File: src/rtl/switch_debounce_sync.sv
// Switch conditioner: 2-flop synchronizer followed by a stability-qualifying debounce FSM.
// Produces a registered clean level plus one-cycle rise/fall strobes.
module switch_debounce_sync #(
    parameter int STABLE_CYCLES = 4,
    parameter int CNT_W         = 16
) (
    input  logic clk,
    input  logic clr_n,
    input  logic din,
    output logic dout,
    output logic rise,
    output logic fall,
    output logic busy
);
    // state     | meaning
    // IDLE_LOW  | dout=0, synchronized input agrees
    // CHK_HIGH  | s2=1 seen, counting toward accepting 1
    // IDLE_HIGH | dout=1, synchronized input agrees
    // CHK_LOW   | s2=0 seen, counting toward accepting 0
    typedef enum logic [1:0] {
        IDLE_LOW  = 2'd0,
        CHK_HIGH  = 2'd1,
        IDLE_HIGH = 2'd2,
        CHK_LOW   = 2'd3
    } state_t;

    localparam logic [CNT_W-1:0] CNT_LAST = CNT_W'(STABLE_CYCLES - 1);

    logic             r_s1;
    logic             r_s2;
    state_t           r_state;
    logic [CNT_W-1:0] r_cnt;
    logic             r_dout;
    logic             r_rise;
    logic             r_fall;
    logic             r_busy;

    always_ff @(posedge clk or negedge clr_n) begin
        if (!clr_n) begin
            r_s1 <= 1'b0;
            r_s2 <= 1'b0;
        end else begin
            r_s1 <= din;
            r_s2 <= r_s1;
        end
    end

    always_ff @(posedge clk or negedge clr_n) begin
        if (!clr_n) begin
            r_state <= IDLE_LOW;
            r_cnt   <= '0;
            r_dout  <= 1'b0;
            r_rise  <= 1'b0;
            r_fall  <= 1'b0;
            r_busy  <= 1'b0;
        end else begin
            r_rise <= 1'b0;
            r_fall <= 1'b0;
            case (r_state)
                IDLE_LOW: begin
                    if (r_s2) begin
                        r_state <= CHK_HIGH;
                        r_cnt   <= '0;
                        r_busy  <= 1'b1;
                    end
                end
                CHK_HIGH: begin
                    if (!r_s2) begin
                        r_state <= IDLE_LOW;
                        r_cnt   <= '0;
                        r_busy  <= 1'b0;
                    end else if (r_cnt == CNT_LAST) begin
                        r_state <= IDLE_HIGH;
                        r_cnt   <= '0;
                        r_dout  <= 1'b1;
                        r_rise  <= 1'b1;
                        r_busy  <= 1'b0;
                    end else begin
                        r_cnt <= r_cnt + CNT_W'(1);
                    end
                end
                IDLE_HIGH: begin
                    if (!r_s2) begin
                        r_state <= CHK_LOW;
                        r_cnt   <= '0;
                        r_busy  <= 1'b1;
                    end
                end
                CHK_LOW: begin
                    if (r_s2) begin
                        r_state <= IDLE_HIGH;
                        r_cnt   <= '0;
                        r_busy  <= 1'b0;
                    end else if (r_cnt == CNT_LAST) begin
                        r_state <= IDLE_LOW;
                        r_cnt   <= '0;
                        r_dout  <= 1'b0;
                        r_fall  <= 1'b1;
                        r_busy  <= 1'b0;
                    end else begin
                        r_cnt <= r_cnt + CNT_W'(1);
                    end
                end
                default: begin
                    r_state <= IDLE_LOW;
                    r_cnt   <= '0;
                    r_busy  <= 1'b0;
                end
            endcase
        end
    end

    assign dout = r_dout;
    assign rise = r_rise;
    assign fall = r_fall;
    assign busy = r_busy;
endmodule

File: config.mk
export PLATFORM = sky130hd
export DESIGN_NAME = switch_debounce_sync
export DESIGN_NICKNAME = d
export VERILOG_FILES = /design/src/rtl/switch_debounce_sync.sv
export SDC_FILE = /design/constraint.sdc
export NUM_CORES = 1
export LEC_CHECK = 0
export CAP_MARGIN = 5
export CELL_PAD_IN_SITES_DETAIL_PLACEMENT = 0
export CELL_PAD_IN_SITES_GLOBAL_PLACEMENT = 1
export CORE_MARGIN = 3
export CORE_UTILIZATION = 45
export DETAILED_ROUTE_END_ITERATION = 8
export GPL_ROUTABILITY_DRIVEN = 0
export GPL_TIMING_DRIVEN = 0
export PLACE_DENSITY_LB_ADDON = 0.1
export SKIP_CTS_REPAIR_TIMING = 1
export SLEW_MARGIN = 20
export SYNTH_ARGS = -nofsm -noshare
export SYNTH_HDL_FRONTEND = slang
export SYNTH_SLANG_ARGS = --single-unit
File: constraint.sdc
create_clock -name clk -period 2.8 [get_ports clk]
set_clock_uncertainty 0.1 [all_clocks]
set_input_delay 0.56 -clock clk [delete_from_list [all_inputs] [get_ports clk]]
set_output_delay 0.56 -clock clk [all_outputs]
set_load 0.005 [all_outputs]
# [After elaboration in Yosys (flattened, before gate mapping)]
# Index checks and enable logic that the tools add are counted.
# Widths: inputs -> output; s select.
[word_totals] ff_bits=24 in_bits=3 out_inout_bits=4 word_cells=55
[op_classes] n_addsub=1 eq_ne=12 muxes=29 reduce_logical=5
[ops] op="$mux 16" count=5
[ops] op="$pmux 16 s4" count=1
[ops] op="$add 16x1->16 const B" count=1
[ops] op="$eq 16x2->1 const B" count=1
[ops] op="$mux 1" count=14
[ops] op="$mux 2" count=6
[ops] op="$ne 2x2->1 const B" count=6
[ops] op="$pmux 2 s4" count=1
[ops] op="$ne 3x3->1 const B" count=2
[ops] op="$reduce_and 5->1" count=1
[ops] op="$eq 2x2->1 const B" count=2
[ops] op="$pmux 1 s4" count=1
[ops] op="$reduce_and 4->1" count=1
[ops] op="$eq 2x1->1 const B" count=1
[ops] op="$logic_not 2->1" count=1
[ops] op="$pmux 1 s2" count=1
[ops] op="$reduce_and 2->1" count=1
[ops] op="$reduce_bool 2->1" count=1

# [Logic depth before layout (Yosys ltp)]
[depth] ltp_word=4 mapped_depth=6 mapped_depth_nobuf=5

# [Least setup slack after synthesis]
# Ideal clock, no wire load.
[synth_path] path_type="register to register" start="register r_cnt[0]" end="register r_state[0]" arrival_time_ns=1.624 required_ns=2.581 path_slack_ns=0.956 stages_incl_launch_ff=7 path_buffers=1 synth_period_minus_slack_ns=1.844 cell_sequence="dfrtp_1 -> ha_1 -> nor4b_1 -> nand4_1 -> clkbuf_1 -> or2_2 -> and2_1"
[synth_via] elab_chain_len=3 elab_cells_between_ends=4 classes_between="eq/ne (3); reduce/logical (1)"
[synth_rtl] item="from (decl)" line="32" source="logic [CNT_W-1:0] r_cnt;"
[synth_rtl] item="from (signal assigned)" line="79" source="r_cnt <= r_cnt + CNT_W'(1);"
[synth_rtl] item="from (signal assigned)" line="101" source="r_cnt <= r_cnt + CNT_W'(1);"
[synth_rtl] item="$eq 16x2->1 (*)" line="72, 94"
[synth_rtl] item="$ne 3x3->1 (no source line)"
[synth_rtl] item="$reduce_and 4->1 (no source line) (*)"
[synth_rtl] item="to (signal assigned)" line="69" source="r_state <= IDLE_LOW;"
[synth_rtl] item="to (signal assigned)" line="73" source="r_state <= IDLE_HIGH;"
[synth_rtl] item="to (signal assigned)" line="95" source="r_state <= IDLE_LOW;"
[synth_rtl] item="to (decl)" line="31" source="state_t r_state;"
# Every way passes the cells marked *; elsewhere a longest branch is shown, timed or not.
# A chain may end at the register's enable or synchronous reset.

# [Worst setup path in the final report]
[layout_path] start="register r_cnt[0]" end="register r_cnt[5]"
[layout_via] elab_chain_len=4 elab_cells_between_ends=6 classes_between="add/sub (1); eq/ne (1); mux (4)"
[layout_rtl] item="$add 16x1->16 / $eq 16x2->1 (equally long branches)"
[layout_rtl] item="$mux 16 (*)" line="72, 94"
[layout_rtl] item="$mux 16, on equally long branches" line="90, 68"
[layout_rtl] item="$pmux 16 s4 (*)" line="59" source="case (r_state)"
# Marked as above.

==> flow_summary.json <==
{
  "path_max_fanout": 10,
  "seq_area_frac_synth": 0.508,
  "setup_viol_count_final": 0,
  "synthArstFlopShare": 1.00,
  "min_period_over_period": 0.812,
  "core_um2": 2340,
  "finalCoreUtilization": 0.566,
  "syn_nets": 121,
  "clock_sinks": 24,
  "netlist_area_um2": 1180,
  "stdcell_count": 155,
  "pin_count": 7,
  "worstPathRequired_ps": 2900,
  "tightestPinTransition_ps": 597,
  "die_area_um2": 3280,
  "clockBufferDepth": 2,
  "drv_cap": 0,
  "cp_top_family": "simple AND/OR/NAND/NOR gates",
  "clk_latency_ps": 330,
  "run_status": "finished, final reports clean",
  "syn_to_final_growth_pct": 12.1,
  "max_freq_mhz": 440,
  "tns_ps": 0,
  "first_global_vias": 977,
  "initial_core_util": 0.505,
  "global_route.overflow_total": 0,
  "cts_tree": "built",
  "hold_class": "primary input to async pin",
  "relSlewSlack": 0.601,
  "path_buf_inv": 1,
  "h-tree-depth": 1,
  "period_minus_slack_ps": 2270,
  "grt_pass1_wl_mm": 4.51,
  "wirelength_mm": 2.41,
  "path_cells": "ha_1, nor4b_1, nand4_1, a21oi_1, clkbuf_1, nor2_1",
  "port_buffers": 6,
  "diodes": 0,
  "hold_violations": 0,
  "drive_gt1_frac": 0.0945,
  "cts-root-buf": "clkbuf_4",
  "grt_usage": 0.172,
  "power.density_nw_per_um2": 728,
  "yosys_warnings": 0,
  "rsz0062_at_grt": "no",
  "crit_arrival_ps": 2380,
  "grt_start_max_net_pins": 25,
  "dr.pass1.iters": 4,
  "worst_slack_ps": 526,
  "fp.dieW_um": 57.2,
  "maxSlewViolCount": 0,
  "netlist_instances": 117,
  "synth_cell_types": 33,
  "avgViaCountPerCell": 6.16,
  "std_cell_rows": 17,
  "nets": 132,
  "die_y_um": 57.2,
  "ir_drop_mv": 0.509,
  "antenna_left": 0,
  "avgSynthCellArea_um2": 10.1,
  "clk_pin_slew_ps": 130,
  "pre_cts_slack_ps": 535,
  "cts_made_buffers": 3,
  "startpoint": "r_cnt[0]",
  "wl_per_cell_um": 15.6,
  "synthFlopType": "dfrtp_1",
  "synth_edf_count": 0,
  "cp_slowest_cell": "dfrtp_1",
  "hpwlAfterDp_mm": 1.69,
  "rr_startpoint": "r_cnt[0]",
  "drtIter0Drc": 15,
  "end_kind": "register",
  "ys_seq_elements": 24,
  "p_leak_uw": 0.000529,
  "drc": 0,
  "antenna_found_initial": 0,
  "max_stage_delay_ps": 470,
  "dp_cells": 151,
  "vias": 955,
  "cp-start-kind": "register",
  "critical_path_class": "register to register"
}
==> final timing paths <==
kind	endpoint	slack, ps	cells after the start
worst min-delay path	r_cnt[12]	90	1
min in group clk	r_s2	270	0
worst min register to register	r_s2	270	0
worst max register to register	r_cnt[5]	530	6
max in group asynchronous	r_state[0]	2150	1
worst max-delay path	r_cnt[5]	530	6
==> power breakdown <==
group          switching, µW  internal (µW)
sequential              50.0            385
clock                    108            145
combinational            180           95.2
==> worst register-to-register path, delay by kind of cell (launching register included) <==
kind	cells	cell delay [ps]
compound gates	1	330
fa+ha+maj	1	280
buf+inv	1	410
flops	1	470
simple gates	3	580
==> metrics by stage <==
| step | cell area [µm²] | hold slack (ps) | total power, µW |
|---|---|---|---|
| finish | 1320 | 87.8 | 964 |
| global route | 1320 | 104 | 1030 |
| CTS | 1330 | 271 | 970 |
| detailed placement | 1280 | 239 | 721 |
| global placement | 1280 | 237 | 711 |
| floorplan | 1180 | 164 | 622 |
==> registers in the layout (all words and copies together), names as in the netlist, named ones only <==
signal	count
busy	1
r_s1	1
dout	1
r_cnt	16
r_state	1
rise	1
r_s2	1
fall	1
==> kinds of logic after synthesis <==
logic type | after synthesis | synth area share
compound gates | 27 | 0.154
xor+xnor | 8 | 0.0593
fa+ha+maj | 1 | 0.0106
buf+inv | 4 | 0.0127
flops | 24 | 0.508
mux | 3 | 0.0275
simple gates | 50 | 0.228
==> layout by cell type (no fill, tap or decap), types with 2 or more instances in the layout <==
master	instances
nor3_1	3
or4_1	2
a31oi_1	3
o2111ai_1	3
clkdlybuf4s50_1	5
nand3_1	6
xnor2_1	2
inv_1	2
or3_2	3
clkbuf_4	3
xor2_1	6
and3_1	2
dfrtp_1	24
nor4_1	3
nand4_1	7
and2_1	2
o211ai_1	2
a21oi_1	7
o21ai_0	6
mux2_2	2
nor2_1	10
nand2_1	8
clkbuf_1	2
==> final cells by class <==
type / count / area [µm²]
plain buffers: 2 / 7.51
clock buffers: 3 / 22.5
clock inverters: 1 / 30.0
fillers: 221 / 1020
inverters: 2 / 7.51
multi-input cells: 89 / 566
flip-flops and latches: 24 / 601
well taps: 28 / 35.0
repair buffers: 6 / 55.1
==> metal layers <==
layer	global-route usage	part of all wire
met2	0.269	0.44
met3	0.0498	0.043
met5	0	0
met4	0.0430	0.0075
met1	0.237	0.50
==> cell usage after synthesis, drive strengths merged, types with 2 or more instances <==
master   number  area share
dfrtp        24        0.51
nor2         10       0.032
nand2         8       0.025
a21oi         7       0.030
nand4         7       0.037
nand3         6       0.025
o21ai         6       0.025
xor2          6       0.044
a31oi         3       0.016
nor3          3       0.013
nor4          3       0.016
o2111ai       3       0.022
or3           3       0.019
and2          2       0.011
and3          2       0.011
clkbuf        2      0.0064
inv           2      0.0064
mux2          2       0.019
o211ai        2       0.013
or4           2       0.013
xnor2         2       0.015
(Power assumes the default switching activity.)
